$ cat src/rtl/seq_pattern_gen_if.sv
// Control and pattern bus for seq_pattern_gen: the controller drives en/load/mode/seed,
// the generator returns the pattern, its strobes and its internal state for observation.
interface seq_pattern_gen_if #(
    parameter int WIDTH = 3
);
    // No valid/ready pair here: en and load are level-sampled on every rising edge,
    // step and wrap are single-cycle pulses that are valid on the same edge that q changes.
    logic             en;
    logic             load;
    logic [2:0]       mode;
    logic [WIDTH-1:0] seed;
    logic [WIDTH-1:0] q;
    logic             step;
    logic             wrap;
    logic [2:0]       mode_state;
    logic [WIDTH:0]   idx_state;

    modport master (
        output en, load, mode, seed,
        input  q, step, wrap, mode_state, idx_state
    );

    modport slave (
        input  en, load, mode, seed,
        output q, step, wrap, mode_state, idx_state
    );
endinterface

$ cat src/rtl/seq_pattern_gen.sv
// Prescaled multi-family pattern generator: binary up/down, Gray, Johnson, ring, LFSR,
// with load/seed, enable and step/wrap strobes.
module seq_pattern_gen #(
    parameter int               WIDTH     = 3,
    parameter int               PRESCALE  = 1,
    parameter logic [WIDTH-1:0] LFSR_TAPS = WIDTH'(3'b110)
) (
    input  logic              clk,
    input  logic              rst,
    seq_pattern_gen_if.slave  bus
);
    localparam int PC_W = (PRESCALE > 1) ? $clog2(PRESCALE) : 1;
    localparam int IW   = WIDTH + 1;

    localparam logic [PC_W-1:0] PC_LAST = PC_W'(PRESCALE - 1);

    localparam logic [2:0] MODE_BIN_UP   = 3'd0;
    localparam logic [2:0] MODE_BIN_DOWN = 3'd1;
    localparam logic [2:0] MODE_GRAY     = 3'd2;
    localparam logic [2:0] MODE_JOHNSON  = 3'd3;
    localparam logic [2:0] MODE_RING     = 3'd4;
    localparam logic [2:0] MODE_LFSR     = 3'd5;

    // Last index of each family's period; idx wraps to 0 after reaching it.
    localparam logic [IW-1:0] LAST_BIN     = IW'((1 << WIDTH) - 1);
    localparam logic [IW-1:0] LAST_JOHNSON = IW'(2 * WIDTH - 1);
    localparam logic [IW-1:0] LAST_RING    = IW'(WIDTH - 1);
    localparam logic [IW-1:0] LAST_LFSR    = IW'((1 << WIDTH) - 2);

    logic [2:0]       mode_r;
    logic [IW-1:0]    idx;
    logic [PC_W-1:0]  pc;
    logic [WIDTH-1:0] q_r;
    logic             step_r;
    logic             wrap_r;

    logic [IW-1:0]    idx_last;
    logic             at_last;
    logic [IW-1:0]    idx_nx;
    logic [WIDTH-1:0] idx_nx_w;
    logic [WIDTH-1:0] q_nx;
    logic [WIDTH-1:0] start_q;

    always_comb begin
        idx_last = LAST_BIN;
        case (mode_r)
            MODE_JOHNSON: idx_last = LAST_JOHNSON;
            MODE_RING:    idx_last = LAST_RING;
            MODE_LFSR:    idx_last = LAST_LFSR;
            default:      idx_last = LAST_BIN;
        endcase
    end

    assign at_last  = (idx == idx_last);
    assign idx_nx   = at_last ? '0 : idx + IW'(1);
    assign idx_nx_w = idx_nx[WIDTH-1:0];

    // Counting families derive q from the next index; shift families derive it from q.
    always_comb begin
        q_nx = idx_nx_w;
        case (mode_r)
            MODE_BIN_DOWN: q_nx = ~idx_nx_w;
            MODE_GRAY:     q_nx = idx_nx_w ^ (idx_nx_w >> 1);
            MODE_JOHNSON:  q_nx = {q_r[WIDTH-2:0], ~q_r[WIDTH-1]};
            MODE_RING:     q_nx = {q_r[WIDTH-2:0], q_r[WIDTH-1]};
            MODE_LFSR:     q_nx = {q_r[WIDTH-2:0], ^(q_r & LFSR_TAPS)};
            default:       q_nx = idx_nx_w;
        endcase
    end

    always_comb begin
        start_q = '0;
        case (bus.mode)
            MODE_BIN_DOWN: start_q = '1;
            MODE_RING:     start_q = WIDTH'(1);
            MODE_LFSR:     start_q = (bus.seed == '0) ? WIDTH'(1) : bus.seed;
            default:       start_q = '0;
        endcase
    end

    always_ff @(posedge clk or posedge rst) begin
        if (rst) begin
            mode_r <= MODE_BIN_UP;
            idx    <= '0;
            pc     <= '0;
            q_r    <= '0;
            step_r <= 1'b0;
            wrap_r <= 1'b0;
        end else if (bus.load) begin
            mode_r <= bus.mode;
            idx    <= '0;
            pc     <= '0;
            q_r    <= start_q;
            step_r <= 1'b0;
            wrap_r <= 1'b0;
        end else if (bus.en) begin
            if (pc == PC_LAST) begin
                pc     <= '0;
                idx    <= idx_nx;
                q_r    <= q_nx;
                step_r <= 1'b1;
                wrap_r <= at_last;
            end else begin
                pc     <= pc + PC_W'(1);
                step_r <= 1'b0;
                wrap_r <= 1'b0;
            end
        end else begin
            step_r <= 1'b0;
            wrap_r <= 1'b0;
        end
    end

    assign bus.q          = q_r;
    assign bus.step       = step_r;
    assign bus.wrap       = wrap_r;
    assign bus.mode_state = mode_r;
    assign bus.idx_state  = idx;
endmodule

$ cat src/flat_wrapper.sv
// flat-port wrapper written by rule: the top's interface ports become plain ports
module seq_pattern_gen_flat 
#(
    parameter int               WIDTH     = 3,
    parameter int               PRESCALE  = 1,
    parameter logic [WIDTH-1:0] LFSR_TAPS = WIDTH'(3'b110)
)
  (clk, rst, bus_en, bus_load, bus_mode, bus_seed, bus_q, bus_step, bus_wrap, bus_mode_state, bus_idx_state);
  seq_pattern_gen_if #(.WIDTH(WIDTH)) bus_i ();
  input  logic clk;
  input  logic rst;
  input wire logic [$bits(bus_i.en)-1:0] bus_en;
  input wire logic [$bits(bus_i.load)-1:0] bus_load;
  input wire logic [$bits(bus_i.mode)-1:0] bus_mode;
  input wire logic [$bits(bus_i.seed)-1:0] bus_seed;
  output wire logic [$bits(bus_i.q)-1:0] bus_q;
  output wire logic [$bits(bus_i.step)-1:0] bus_step;
  output wire logic [$bits(bus_i.wrap)-1:0] bus_wrap;
  output wire logic [$bits(bus_i.mode_state)-1:0] bus_mode_state;
  output wire logic [$bits(bus_i.idx_state)-1:0] bus_idx_state;
  assign bus_i.en = bus_en;
  assign bus_i.load = bus_load;
  assign bus_i.mode = bus_mode;
  assign bus_i.seed = bus_seed;
  assign bus_q = bus_i.q;
  assign bus_step = bus_i.step;
  assign bus_wrap = bus_i.wrap;
  assign bus_mode_state = bus_i.mode_state;
  assign bus_idx_state = bus_i.idx_state;
  seq_pattern_gen #(.WIDTH(WIDTH), .PRESCALE(PRESCALE), .LFSR_TAPS(LFSR_TAPS)) u_core (.clk(clk), .rst(rst), .bus(bus_i));
endmodule
$ cat config.mk
export PLATFORM = sky130hd
export DESIGN_NAME = seq_pattern_gen_flat
export DESIGN_NICKNAME = d
export VERILOG_FILES = /design/src/rtl/seq_pattern_gen_if.sv /design/src/rtl/seq_pattern_gen.sv /design/src/flat_wrapper.sv
export SDC_FILE = /design/constraint.sdc
export NUM_CORES = 1
export LEC_CHECK = 0
export ABC_AREA = 1
export ABC_CLOCK_PERIOD_IN_PS = 1850
export CAP_MARGIN = 20
export CORE_MARGIN = 3
export CORE_UTILIZATION = 47
export DETAILED_ROUTE_END_ITERATION = 12
export PLACE_DENSITY = 0.78
export SYNTH_ARGS = -nofsm -noshare
export SYNTH_HDL_FRONTEND = slang
export SYNTH_SLANG_ARGS = --single-unit
$ cat constraint.sdc
create_clock -name clk -period 1.85 [get_ports clk]
set_clock_uncertainty 0.1 [all_clocks]
set_input_delay 0.2775 -clock clk [delete_from_list [all_inputs] [get_ports clk]]
set_output_delay 0.2775 -clock clk [all_outputs]
set_load 0.005 [all_outputs]
# Word-level counts from Yosys, hierarchy flattened
# Cells that the tools add are included.
# Widths: inputs -> output; s select.
[word_totals] register_bits=13 inputBits=10
[classes] addsub=2 n_eq_ne=10 n_mux=20 bitwise=3 n_reduce_logical=4
[ops] op="$pmux 3 s3" n=2
[ops] op="$mux 4" n=4
[ops] op="$pmux 3 s5" n=1
[ops] op="$eq 3x3->1 const B" n=4
[ops] op="$mux 3" n=4
[ops] op="$mux 1" n=9
[ops] op="$eq 3x1->1 const B" n=2
[ops] op="$eq 3x2->1 const B" n=2
[ops] op="$add 4x1->4 const B" n=1
[ops] op="$eq 4x3->1" n=1
[ops] op="$logic_not 3->1" n=1
[ops] op="$not 3->3" n=1
[ops] op="$reduce_xor 3->1" n=1
[ops] op="$xor 3x2->3" n=1
[ops] op="$ne 2x2->1 const B" n=1
[ops] op="$reduce_and 2->1" n=1
[ops] op="$reduce_bool 2->1" n=1
[ops] op="$add 1x1->1 const B" n=1
[ops] op="$not 1->1" n=1

# Logic depth before layout (Yosys ltp)
[logic_depth] word_depth=9 ltp_mapped=13

# Worst setup path before layout
# No wires, ideal clock.
[synth_path] path_kind="register to register" startpoint="reg u_core.mode_r[2] (netlist: u_core.bus.mode_state[2])" endpoint="reg u_core.q_r[0] (netlist: u_core.bus.q[0])" setup_ns=0.121 arrival_time_ns=1.316 t_required_ns=1.629 slack_ns=0.312 path_stages_with_launch=13 path_buffers=1 path_cell_list="dfrtp_1 > buf_4 > inv_4 > nand3_2 > xor2_2 > nand2_4 > inv_2 > nor2_2 > inv_1 > nand2_1 > nand3_1 > nand2_1 > nand2_1"
[synth_via] elab_chain_len=9 elab_cells_between_ends=14 classes_between="6 x eq/ne; 6 x mux; 2 x bitwise"
[synth_rtl] element="from (decl)" line_no="seq_pattern_gen.sv:30" rtl="logic [2:0] mode_r;"
[synth_rtl] element="from (signal assigned)" line_no="seq_pattern_gen.sv:90" rtl="mode_r <= bus.mode;"
[synth_rtl] element="$eq 3x3->1 / $eq 3x2->1 (equally long branches)" line_no="seq_pattern_gen.sv:46, seq_pattern_gen.sv:61"
[synth_rtl] element="$pmux 3 s3" line_no="seq_pattern_gen.sv:46" rtl="case (mode_r)"
[synth_rtl] element="$eq 4x3->1" line_no="seq_pattern_gen.sv:54" rtl="assign at_last = (idx == idx_last);"
[synth_rtl] element="$mux 4" line_no="seq_pattern_gen.sv:55" rtl="assign idx_nx = at_last ? '0 : idx + IW'(1);"
[synth_rtl] element="$xor 3x2->3 / $not 3->3 (equally long branches)" line_no="seq_pattern_gen.sv:63, seq_pattern_gen.sv:62"
[synth_rtl] element="$pmux 3 s5 *" line_no="seq_pattern_gen.sv:61" rtl="case (mode_r)"
[synth_rtl] element="$mux 3 *" line_no="seq_pattern_gen.sv:97" rtl="if (pc == PC_LAST) begin"
[synth_rtl] element="$mux 3 *" line_no="seq_pattern_gen.sv:96" rtl="end else if (bus.en) begin"
[synth_rtl] element="$mux 3 *" line_no="seq_pattern_gen.sv:89" rtl="end else if (bus.load) begin"
[synth_rtl] element="to (signal assigned)" line_no="seq_pattern_gen.sv:93" rtl="q_r <= start_q;"
[synth_rtl] element="to (signal assigned)" line_no="seq_pattern_gen.sv:100" rtl="q_r <= q_nx;"
[synth_rtl] element="to (decl)" line_no="seq_pattern_gen.sv:33" rtl="logic [WIDTH-1:0] q_r;"
# Mark *: on every way between the ends. The rest lies on a longest branch, timed or not. The select of a mux whose other input is x is not followed.
# A chain may end at the register's enable or synchronous reset.

# Worst setup path after layout
[layout_path] startpoint="reg u_core.mode_r[2] (netlist: u_core.bus.mode_state[2])" endpoint="out bus_mode_state[2]"
[layout_lines] element="to (decl)" line_no="flat_wrapper.sv:19" rtl="output wire logic [$bits(bus_i.mode_state)-1:0] bus_mode_state;"
# No word-level cell between the ends.

==> results.toml <==
[final_layout]
syn_to_final_growth_pct = 34.1
post-route-util_pct = 70.2
diodes = 0
stdcell_count = 155
fin_nets = 151
fillers = 127
drive_gt1_share_pct = 15.8

[clock_network]
root_buffer = "clkbuf_4"
clock_tree.buffer_depth = 2
cts_sinks = 12
cts_tree = "done"
cts_buffers = 3
hold_buffers = 0
htreeDepth = 1
clock_latency_ns = 0.28
post_cts_buffers = 0
clk_pin_slew_worst_paths_ns = 0.09
ctsResizeCount = 0

[sta]
drv_slew = 0
layout_setup_ws_ns = 0.0773
max_slew_margin_pct = 67.4
rsz0062_at_grt = "no"
setup_viol = 0
finalCritPeriodShare_pct = 95.8
timing.fmax_ghz = 0.564
final_hold_viol_count = 0
finalCriticalPeriod_ns = 1.77
fin_setup_tns_ns = 0
tightest_slew_ns = 0.488

[place]
dp.final_hpwl_mm = 1.66
gp_congestion = 0.898
dp_cells = 151
dpl_worst_slack_ns = 0.129
port_buffers = 21

[synth]
yosysTopAreaCellShare_pct = 36.4
syn-cell-area_um2 = 826
synth_area_leader_cell = "dfrtp_1"
synth_area_leaders = "dfrtp_1 (36%), nand2_1 (14%), inv_1 (6.4%)"
synthArstFlopShare_pct = 100
syn-mean-instance-area_um2 = 7.37
ys_seq_elements = 12
synth_seq_area_share_pct = 36.4
synth-warning-count = 0
syn_nets = 123
syn_inst = 112
synth_top_flop_cell = "dfrtp_1"
ys_types = 29
synth_edf_count = 0

[drt]
finalWirelength_mm = 2.10
drc_errors = 0
drtIter0Drc = 13
vias = 838
first_pass_iters = 4
routedWlPerCell_um = 13.5
postRouteAntennaNets = 0
viasPerCell = 5.41

[power]
pwr-share-seq_pct = 41.6
swShare_pct = 32.1
power.total_mw = 0.750
pwr-share-clk_pct = 29.1
p_comb_share_pct = 29.3
p_leak_nw = 0.557
vdd_drop_max_uv = 439
internal_power_mw = 0.509
power.density_nw_per_um2 = 677
switching_power_mw = 0.241

[worst_hold_path]
hp-class = "input port to asynchronous set/reset pin"

[critical_path]
path_buf_inv = 1
crit_required_ns = 1.47
critPathSlowestCell = "clkdlybuf4s50_1"
cp_slowest_stage_delay_ns = 0.57
crit_chain = "clkdlybuf4s50_1"
critical_path_class = "register to output pin"
start_kind = "register"
cp_max_fo = 9
cp_top_family = "buffers and inverters"
cp-end-kind = "output pin"
arrival_ns = 1.40

[floorplanning]
die_w_um = 47.9
start_util_pct = 52.4
top_level_ports = 22
die_y_um = 47.9
die_area_um2 = 2300
core_um2 = 1580
rows = 14

[global_routing]
grt_pass1_wl_mm = 3.50
grt_pass1_vias = 794
grt_antenna_before_repair = 0
grt_max_degree = 13
gr-total-overflow = 0
track_usage_pct = 22.3

[flow_run]
max_cap_viol_count = 0

[outcome]
status = "finished, final reports clean"
-- sequential cells by signal, indices dropped and copies added, names as in the netlist --
name and flops:
u_core.bus.mode_state 3, u_core.bus.idx_state 4, u_core.bus.step 1, u_core.bus.q 3, u_core.bus.wrap 1
-- final timing paths --
kind                                     startpoint                  endpoint  slack, ns  depth (start not counted)
max in group asynchronous                       rst   u_core.bus.idx_state[2]       1.11                          2
min in group clk                        bus_mode[1]  u_core.bus.mode_state[1]       0.49                          3
setup / recovery           u_core.bus.mode_state[2]         bus_mode_state[2]       0.08                          1
setup reg to reg           u_core.bus.mode_state[2]           u_core.bus.q[0]       0.17                         12
hold reg to reg                     u_core.bus.q[0]           u_core.bus.q[0]       0.49                          2
hold / removal                                  rst           u_core.bus.q[2]       0.21                          2
-- routing by layer --
metal	vias to the layer above	track usage [%]	share of wire (%)
met5	-	0	0
met4	0	5.91	2.6
met3	8	5.64	5.1
met2	33	40.4	50
met1	380	25.9	43
li1	417	-	-
-- cell usage after synthesis, types with 2 or more instances --
| master | n |
|---|---|
| nand4_1 | 2 |
| nand2_2 | 4 |
| nand3_2 | 2 |
| xor2_1 | 2 |
| nand3_1 | 10 |
| nor2_1 | 8 |
| inv_1 | 14 |
| o21ai_0 | 2 |
| inv_2 | 3 |
| nand2_1 | 31 |
| o21ai_1 | 3 |
| dfrtp_1 | 12 |
| o22ai_1 | 2 |
| a21oi_1 | 2 |
-- cells by family (layout without fill, tap and decap cells) --
group	after synthesis	after routing	share of synthesized area [%]
DFF	12	12	36.4
adders and majority gates	1	1	1.51
AOI/OAI and AO/OA	15	15	11.8
buffers and inverters	21	48	12.0
and+or+nand+nor	60	60	34.2
xor gates and xnor gates	3	3	4.09
-- through the flow --
stage                     hold WS (ns)  cell area, um2
final                            0.205            1110
after global routing             0.254            1110
after global placement           0.469            1070
after floorplan                 0.0422             826
after CTS                        0.227            1110
after detailed placement         0.456            1070
-- power groups by stage --
stage | Combinational [mW] | Clock, mW | Sequential [mW]
2_1_floorplan | 0.125 | 0 | 0.310
3_3_place_gp | 0.212 | 0 | 0.316
3_5_place_dp | 0.217 | 0 | 0.315
4_1_cts | 0.219 | 0.218 | 0.311
5_1_grt | 0.244 | 0.235 | 0.315
6_report | 0.220 | 0.218 | 0.312
-- final cells by class --
cell class              instances  area (um2)  share of cell area (%)
multi-input cells              79         427                    38.5
flip-flops and latches         12         300                    27.1
repair buffers                 24         233                    21.0
inverters                      20        91.3                    8.25
clock buffers                   4        36.3                    3.28
well taps                      16        20.0                    1.81
-- cells in the final DEF (no fill, tap or decap), drive strengths merged --
cell type,n
o21ai,5
o32ai,1
o2111ai,1
clkbuf,4
dfrtp,12
clkdlybuf4s50,21
o311ai,1
bufinv,1
clkinv,1
nand4,2
a41oi,1
nor2,10
buf,3
nand2,36
nand3,12
a21oi,2
o31ai,1
inv,18
xor2,3
o22ai,2
a22oi,1
ha,1
Power figures use the tool's default switching activity.
